--- config.mk ---
export PLATFORM = sky130hd
export DESIGN_NAME = adc_sample_sched
export DESIGN_NICKNAME = d
export VERILOG_FILES = /design/src/rtl/adc_sample_sched.sv
export SDC_FILE = /design/constraint.sdc
export NUM_CORES = 1
export LEC_CHECK = 0
export CAP_MARGIN = 20
export CORE_MARGIN = 2
export CORE_UTILIZATION = 51
export CTS_CLUSTER_SIZE = 16
export DETAILED_ROUTE_END_ITERATION = 7
export GPL_ROUTABILITY_DRIVEN = 0
export GPL_TIMING_DRIVEN = 0
export PLACE_DENSITY = 0.76
export SYNTH_ARGS = -nofsm -noshare
export SYNTH_HDL_FRONTEND = slang
export SYNTH_SLANG_ARGS = --single-unit
--- constraint.sdc ---
create_clock -name clk -period 2.2 [get_ports clk]
set_clock_uncertainty 0.2 [all_clocks]
set_input_delay 0.22 -clock clk [delete_from_list [all_inputs] [get_ports clk]]
set_output_delay 0.22 -clock clk [all_outputs]
set_load 0.02 [all_outputs]
--- src/rtl/adc_sample_sched.sv ---
// rtl/adc_sample_sched.sv - periodic ADC conversion scheduler with timeout watch,
// 4-deep first-word fall-through sample FIFO and sticky overrun/timeout flags.
module adc_sample_sched #(
  parameter int DIV_W   = 16,
  parameter int TIMEOUT = 64,
  parameter int DEPTH   = 4
) (
  input  logic             clk,
  input  logic             rst,
  input  logic             enable,
  input  logic [DIV_W-1:0] period,
  output logic             rx_en,
  input  logic             rx_done_tick,
  input  logic [11:0]      dout,
  output logic [11:0]      smp_data,
  output logic             smp_valid,
  input  logic             smp_ready,
  input  logic             flag_clr,
  output logic             overrun,
  output logic             timeout_err,
  output logic             busy
);

  localparam int PW = $clog2(DEPTH);
  localparam int TW = $clog2(TIMEOUT + 1);

  typedef enum logic [1:0] {IDLE, WAIT, CONV} state_t;

  state_t           state;
  logic [DIV_W-1:0] cnt;
  logic [DIV_W-1:0] reload;
  logic [TW-1:0]    tcnt;
  logic             tick_in_conv;
  logic             timed_out;

  // Periods below 2 are clamped so a slot always spans at least two cycles.
  assign reload       = (period < DIV_W'(2)) ? DIV_W'(1) : period - DIV_W'(1);
  assign tick_in_conv = (state == CONV) && rx_done_tick;
  assign timed_out    = (state == CONV) && !rx_done_tick && (tcnt == TW'(TIMEOUT - 1));

  always_ff @(posedge clk or negedge rst) begin
    if (!rst) begin
      state <= IDLE;
      cnt   <= '0;
      tcnt  <= '0;
      rx_en <= 1'b0;
      busy  <= 1'b0;
    end else begin
      case (state)
        IDLE: begin
          if (enable) begin
            state <= CONV;
            cnt   <= reload;
            tcnt  <= '0;
            rx_en <= 1'b1;
            busy  <= 1'b1;
          end
        end
        WAIT: begin
          if (cnt == '0) begin
            cnt <= reload;
            if (enable) begin
              state <= CONV;
              tcnt  <= '0;
              rx_en <= 1'b1;
            end else begin
              state <= IDLE;
              busy  <= 1'b0;
            end
          end else begin
            cnt <= cnt - DIV_W'(1);
          end
        end
        CONV: begin
          // A slot boundary that lands mid-conversion just reloads; that slot is skipped.
          cnt  <= (cnt == '0) ? reload : cnt - DIV_W'(1);
          tcnt <= tcnt + TW'(1);
          if (rx_done_tick || timed_out) begin
            rx_en <= 1'b0;
            tcnt  <= '0;
            if (enable) begin
              state <= WAIT;
            end else begin
              state <= IDLE;
              busy  <= 1'b0;
            end
          end
        end
        default: begin
          state <= IDLE;
          rx_en <= 1'b0;
          busy  <= 1'b0;
        end
      endcase
    end
  end

  logic [11:0] mem [DEPTH];
  logic [PW-1:0] wr_ptr;
  logic [PW-1:0] rd_ptr;
  logic [PW:0]   count;
  logic          full;
  logic          pop;
  logic          do_push;

  assign full      = (count == (PW + 1)'(DEPTH));
  assign smp_valid = (count != '0);
  assign smp_data  = mem[rd_ptr];
  assign pop       = smp_valid && smp_ready;
  // A same-cycle pop frees the slot, so a full FIFO can still take the push.
  assign do_push   = tick_in_conv && (!full || pop);

  always_ff @(posedge clk or negedge rst) begin
    if (!rst) begin
      for (int i = 0; i < DEPTH; i++) mem[i] <= '0;
      wr_ptr <= '0;
      rd_ptr <= '0;
      count  <= '0;
    end else begin
      if (do_push) begin
        mem[wr_ptr] <= dout;
        wr_ptr      <= wr_ptr + PW'(1);
      end
      if (pop) rd_ptr <= rd_ptr + PW'(1);
      case ({do_push, pop})
        2'b10:   count <= count + (PW + 1)'(1);
        2'b01:   count <= count - (PW + 1)'(1);
        default: count <= count;
      endcase
    end
  end

  always_ff @(posedge clk or negedge rst) begin
    if (!rst) begin
      overrun     <= 1'b0;
      timeout_err <= 1'b0;
    end else begin
      if (flag_clr)                          overrun <= 1'b0;
      else if (tick_in_conv && full && !pop) overrun <= 1'b1;
      if (flag_clr)       timeout_err <= 1'b0;
      else if (timed_out) timeout_err <= 1'b1;
    end
  end

endmodule

==> run summary, run 1 <==
Critical Path RT: 2.25 ns
Post-synthesis sequential area ratio: 45.1%
Via/cell ratio: 5.99
Total track usage: 21.3%
Clock root cell: clkbuf_8
DRT antenna net count: 0
Max layer used: met4
Max_cap viols: 0
YS warnings: 0
Die Y: 99.5 um
ANT cells: 0
Commonest non-fill, non-tap cell in the layout: dfrtp_1
Vias: 3,550
Fin area: 5680 um2
Crit share post-route: 102%
Synth top area share: 45.1%
Failing checks: setup timing
Reg2reg end: count[2]
Placed cell count: 564
Flops & latches, synth: 84
Die W: 99.5 um
Die area: 9910 um2
Clock period minus worst slack: 2.23 ns
Post-Synthesis Cells: 406
Final instance count without filler cells: 593
Setup violations, final: 1
CTS tree: yes
Syn Nets: 454
# clock sinks: 84
Largest fanout on the critical path: 3
Clk_lat worst skew: 0.35 ns
GR Overflow Total: 0
Synth cell types: 67
Setup crit start kind: register
1st-pass router iterations: 6
Setup WS post-layout: -0.0333 ns
Worst hold endpoint: state[0]
Synth Cell Area: 4660 um2
Rel. slew slack: 63.5%
Critical Path Most Common Cell: xor2_1
Clk slew on worst S/H paths: 0.10 ns
Avg Synthesized Cell Area: 11.5 um2
RSZ-0062 raised after global routing: yes
Critical path arrival: 2.28 ns
Total wire length: 10,300 um
Final Hold Fails: 0
Worst Tran Pin Value: 0.544 ns
Final core occ: 64.5%
Hold Path Cell Cnt: 3
Synth Flop Type: dfrtp_1
Wire length on met1: 4440 um
Nets: 528
Met3 WL post-DR: 478 um
Reg2Reg Depth: 8
Final Slew Violations: 0
Async SR Flop Fraction: 100%
Leakage dissipation: 2.60 nW
Max clock buf depth: 2
HP Class: in2reg
Sum Neg Setup Slack: -0.0333 ns
Slowest stage cell on the critical path: dfrtp_1
Max stage delay on crit path: 0.44 ns
Cts bufs inserted: 9
Starting Density: 52.9%
Area leader, netlist: dfrtp_1
Ports: 51
Quantity of I/O buffers inserted on ports: 49
Vias in the first global route: 3,543
First-pass GRT wire length: 16,700 um
Worst path cell trace: or3_1 -> and2_4 -> ha_4 -> inv_2 -> fa_2 -> xor2_1 -> nor2_1 -> xor2_1
FP Rows: 34
Wire length per cell: 17.3 um
Area Growth Syn to Fin: 22.0%
Post-Place Cell Area: 5310 um2
Top post-synthesis cells by area: dfrtp_1 (45%), mux2_2 (12%), mux4_2 (5.8%)
FF-to-FF setup slack: -0.03 ns
Core footprint: 8810 um2
Initial DRC count: 203
Hold path start: enable
Status: complete, but fails checks
Setup CP Type: reg2reg
Fmax: 0.448 GHz
DRC errors left: 0
VDD IR max: 0.392 mV
Detail Placement HPWL: 6970 um
Number of H-tree levels: 3
Share of layout cells above drive strength 1: 31.5%
Post-synth EDFFs: 0
Worst r2r src: count[1]
Most frequent cells in the layout: dfrtp_1 (82), mux2_2 (48), clkdlybuf4s50_1 (35)
CP Capture Type: register
Pre-CTS setup slack: -0.366 ns
Initial antenna violation count: 0
Largest net degree at the start of global routing: 68
Power Dens Cells: 599 nW/um2
Met2 WL post-DR: 5220 um
[final cells by class]
class / count / area [um2]
clock inverter: 6 / 72.6
timing repair buffer: 64 / 573
fill: 690 / 3130
inverter: 18 / 67.6
buffer: 13 / 108
multi-input combinational: 290 / 2490
tap: 108 / 135
clock buffer: 10 / 128
sequential: 84 / 2100
[Yosys cell counts (6+ instances only)]
library cell	instances
a21oi_1	11
dfrtp_1	84
ha_1	13
inv_1	18
mux2_2	48
mux4_2	12
nand2_1	31
nand3_1	12
nor2_1	20
nor3_1	13
o21ai_0	16
or3_1	6
xnor2_1	9
xor2_1	10
[stage by stage]
step	hold slack [ns]	total power, mW
after global placement	0.276	2.22
after floorplan	-0.276	2.04
after CTS	0.00828	3.38
after detailed placement	-0.0789	2.24
after global routing	0.0478	3.57
final	0.0330	3.40
[per-layer routing]
| metal | up-vias | GRT usage, % |
|---|---|---|
| li1 | 1658 | - |
| met1 | 1762 | 27.4 |
| met2 | 114 | 36.6 |
| met3 | 16 | 4.29 |
| met4 | 0 | 6.01 |
| met5 | - | 0 |
[registers in the layout (all words and copies together), names as in the netlist, 2 cells and up]
name / flops
wr_ptr: 2
state: 2
cnt: 16
rd_ptr: 2
tcnt: 7
mem: 48
count: 3
[how the worst max path moves through the flow]
stage | startpoint | cells after the start | to | slack, ns
detailed placement | rd_ptr[0] | 4 | smp_data[8] | -0.37
CTS | rd_ptr[0] | 3 | smp_data[4] | 0.002
global placement | rst | 1 | cnt[12] | -2.27
finish | count[1] | 8 | count[2] | -0.03
floorplan | count[1] | 6 | count[1] | 0.007
global route | count[1] | 8 | count[2] | -0.14
[power by group]
group / switching (mW) / internal, mW
Sequential: 0.159 / 1.63
Clock: 0.595 / 0.538
Combinational: 0.243 / 0.230
Total: 0.997 / 2.40
[cell families (layout without fill, tap and decap cells)]
group,count (synthesis),in the layout,synth area share (%)
muxes,62,62,17.8
buffers and inverters,32,111,3.25
AOI/OAI and AO/OA,64,64,9.81
DFF,84,84,45.1
adders and majority gates,14,14,3.92
and+or+nand+nor,131,131,16.4
xor gates and xnor gates,19,19,3.57
[worst max-delay path, delay by kind of cell (launching register included)]
kind                     cells  cell delay (ns)
XOR/XNOR                     2             0.34
adder cells (fa/ha/maj)      2             0.37
buffers and inverters        1             0.06
flip-flops                   1             0.44
AND/OR/NAND/NOR              3             0.71
[repair_timing]
item	in CTS	in global routing
cloned	0	0
buffers inserted	9	4
endpoints found under the hold margin	84	0
pin swaps	3	5
resized for setup	49	25
setup endpoints to repair	24	19
hold buffers	1	0
(Power assumes the default switching activity.)
==> inputs of run 2 (changes only) <==
--- a/config.mk
+++ b/config.mk
@@ -7,12 +7,12 @@
 export LEC_CHECK = 0
 export CAP_MARGIN = 20
 export CORE_MARGIN = 2
-export CORE_UTILIZATION = 51
+export CORE_UTILIZATION = 57
 export CTS_CLUSTER_SIZE = 16
 export DETAILED_ROUTE_END_ITERATION = 7
 export GPL_ROUTABILITY_DRIVEN = 0
 export GPL_TIMING_DRIVEN = 0
-export PLACE_DENSITY = 0.76
+export PLACE_DENSITY = 0.81
 export SYNTH_ARGS = -nofsm -noshare
 export SYNTH_HDL_FRONTEND = slang
 export SYNTH_SLANG_ARGS = --single-unit
==> constraint.sdc (replaced) <==
create_clock -name clk -period 2.55 [get_ports clk]
set_clock_uncertainty 0.2 [all_clocks]
set_input_delay 0.255 -clock clk [delete_from_list [all_inputs] [get_ports clk]]
set_output_delay 0.255 -clock clk [all_outputs]
set_load 0.02 [all_outputs]
==> run 2 against run 1 <==
Effect of this change:
- the flow now finishes without violations
- combinational power down 20%
- first-iteration DRC count is 23% lower
- sequential power is 15% lower
- global-route usage grew 2.4 points
- critical path depth shrank 5
- power decreased by 16%
- final cell count down 3.4%
- routed wire length shrank 6.9%
- critical path type is now reg2out
==> run summary, run 2 (synthesis gave the netlist of run 1 again) <==
Worst Tran Pin Value: 0.540 ns
Fin area: 5510 um2
Status: finished, final reports clean
Clk slew on worst S/H paths: 0.09 ns
Power Dens Cells: 521 nW/um2
1st-pass router iterations: 4
Ports: 51
Area Growth Syn to Fin: 18.2%
Max clock buf depth: 2
Die area: 8910 um2
FF-to-FF setup slack: 0.19 ns
# clock sinks: 84
RSZ-0062 raised after global routing: yes
Top Registers: mem: 48 flops, cnt: 16 flops, tcnt: 7 flops
Post-Place Cell Area: 5300 um2
CP Capture Type: output pin
Nets: 514
Die W: 94.4 um
GR Overflow Total: 0
DRC errors left: 0
Setup crit start kind: register
Critical Path End: smp_data[2]
Clock root cell: clkbuf_8
VDD IR max: 0.275 mV
Quantity of I/O buffers inserted on ports: 49
ANT cells: 0
Crit share post-route: 95.8%
Via/cell ratio: 5.97
Max FFs per register: 48
Total track usage: 23.7%
Setup violations, final: 0
First-pass GRT wire length: 16,300 um
Wire length per cell: 16.7 um
Critical Path RT: 2.10 ns
HP Class: in2reg
Reg2reg end: cnt[5]
P_sw: 0.807 mW
Rel. slew slack: 63.7%
Largest net degree at the start of global routing: 73
Number of H-tree levels: 3
DRT antenna net count: 0
Total wire length: 9560 um
Vias in the first global route: 3,508
Starting Density: 59.6%
Initial antenna violation count: 0
Most frequent cells in the layout: dfrtp_1 (83), mux2_2 (48), clkdlybuf4s50_1 (40)
Setup CP Type: reg2out
Leakage dissipation: 2.48 nW
Beginning of the critical path: rd_ptr[1]
Comb power frac: 13.2%
Largest fanout on the critical path: 10
Fillers: 583
Clk_lat worst skew: 0.35 ns
Critical path arrival: 1.99 ns
Share of layout cells above drive strength 1: 24.0%
Fmax: 0.409 GHz
Core footprint: 7810 um2
Switching part of the total: 28.1%
Reg with most FFs: mem
Clock period minus worst slack: 2.44 ns
Internal power: 2.06 mW
FP Rows: 32
Detail Placement HPWL: 6980 um
Worst r2r src: state[1]
Die Y: 94.4 um
Final Slew Violations: 0
Tot Pwr: 2.87 mW
Flop pwr share: 53.3%
Sum Neg Setup Slack: 0 ns
CTS tree: yes
Initial DRC count: 157
Clock power share: 33.6%
Reg2Reg Depth: 7
Commonest non-fill, non-tap cell in the layout: dfrtp_1
Final Hold Fails: 0
Cts bufs inserted: 9
Max_cap viols: 0
Vias: 3,421
==> run 2: layout make-up <==
type,instances,area [um2],share of cell area (%)
clock inverter,6,71.3,1.30
sequential,84,2100,38.2
buffer,12,83.8,1.52
clock buffer,10,128,2.32
inverter,18,67.6,1.23
multi-input combinational,290,2410,43.8
tap,102,128,2.32
timing repair buffer,51,515,9.36
==> run 2: repair_timing <==
| item | CTS | global route |
|---|---|---|
| gates resized for setup | 12 | 1 |
| endpoints found under the setup margin | 12 | 3 |
| buffers inserted | 0 | 0 |
| hold buffers | 1 | 0 |
| pin swaps | 0 | 0 |
| hold endpoints to repair | 84 | 0 |
==> run 2: power by group through the flow <==
stage               Clock, mW  Combinational (mW)  Sequential, mW
floorplan                   0               0.237            1.53
global placement            0               0.365            1.55
detailed placement          0               0.381            1.55
CTS                     0.985               0.381            1.53
global route             1.05               0.424            1.55
finish                  0.964               0.378            1.53
==> run 2: worst min-delay path by stage <==
stage	startpoint	end	slack [ns]	cells past startpoint
floorplan	rst	busy	-0.24	0
global placement	count[2]	count[2]	0.27	1
detailed placement	rst	count[0]	-0.08	1
CTS	enable	state[0]	0.06	3
global route	enable	state[0]	0.08	3
finish	enable	state[0]	0.07	3
==> run 2: critical path, cell delays in order, from the launching register on <==
cell	delay [ns]
dfrtp_1	0.42
buf_2	0.31
mux4_2	0.35
clkdlybuf4s50_1	0.55
==> run 2: per-layer routing <==
metal,part of all wire [%],GRT usage [%],vias up
met5,0,0,-
met4,1.8,9.18,0
met3,4.5,3.67,14
met2,50,40.5,95
met1,43,30.5,1686
li1,-,-,1626
==> run 2: through the flow <==
stage | setup slack (ns) | util [%] | cells | hold WS [ns]
after floorplan | 0.305 | - | 406 | -0.241
after global placement | -1.96 | 67.5 | 557 | 0.268
after detailed placement | -0.0865 | 67.9 | 558 | -0.0775
after CTS | 0.0828 | 70.5 | 574 | 0.0558
after global routing | -0.0164 | 70.5 | 573 | 0.0840
final | 0.107 | 70.5 | 573 | 0.0719
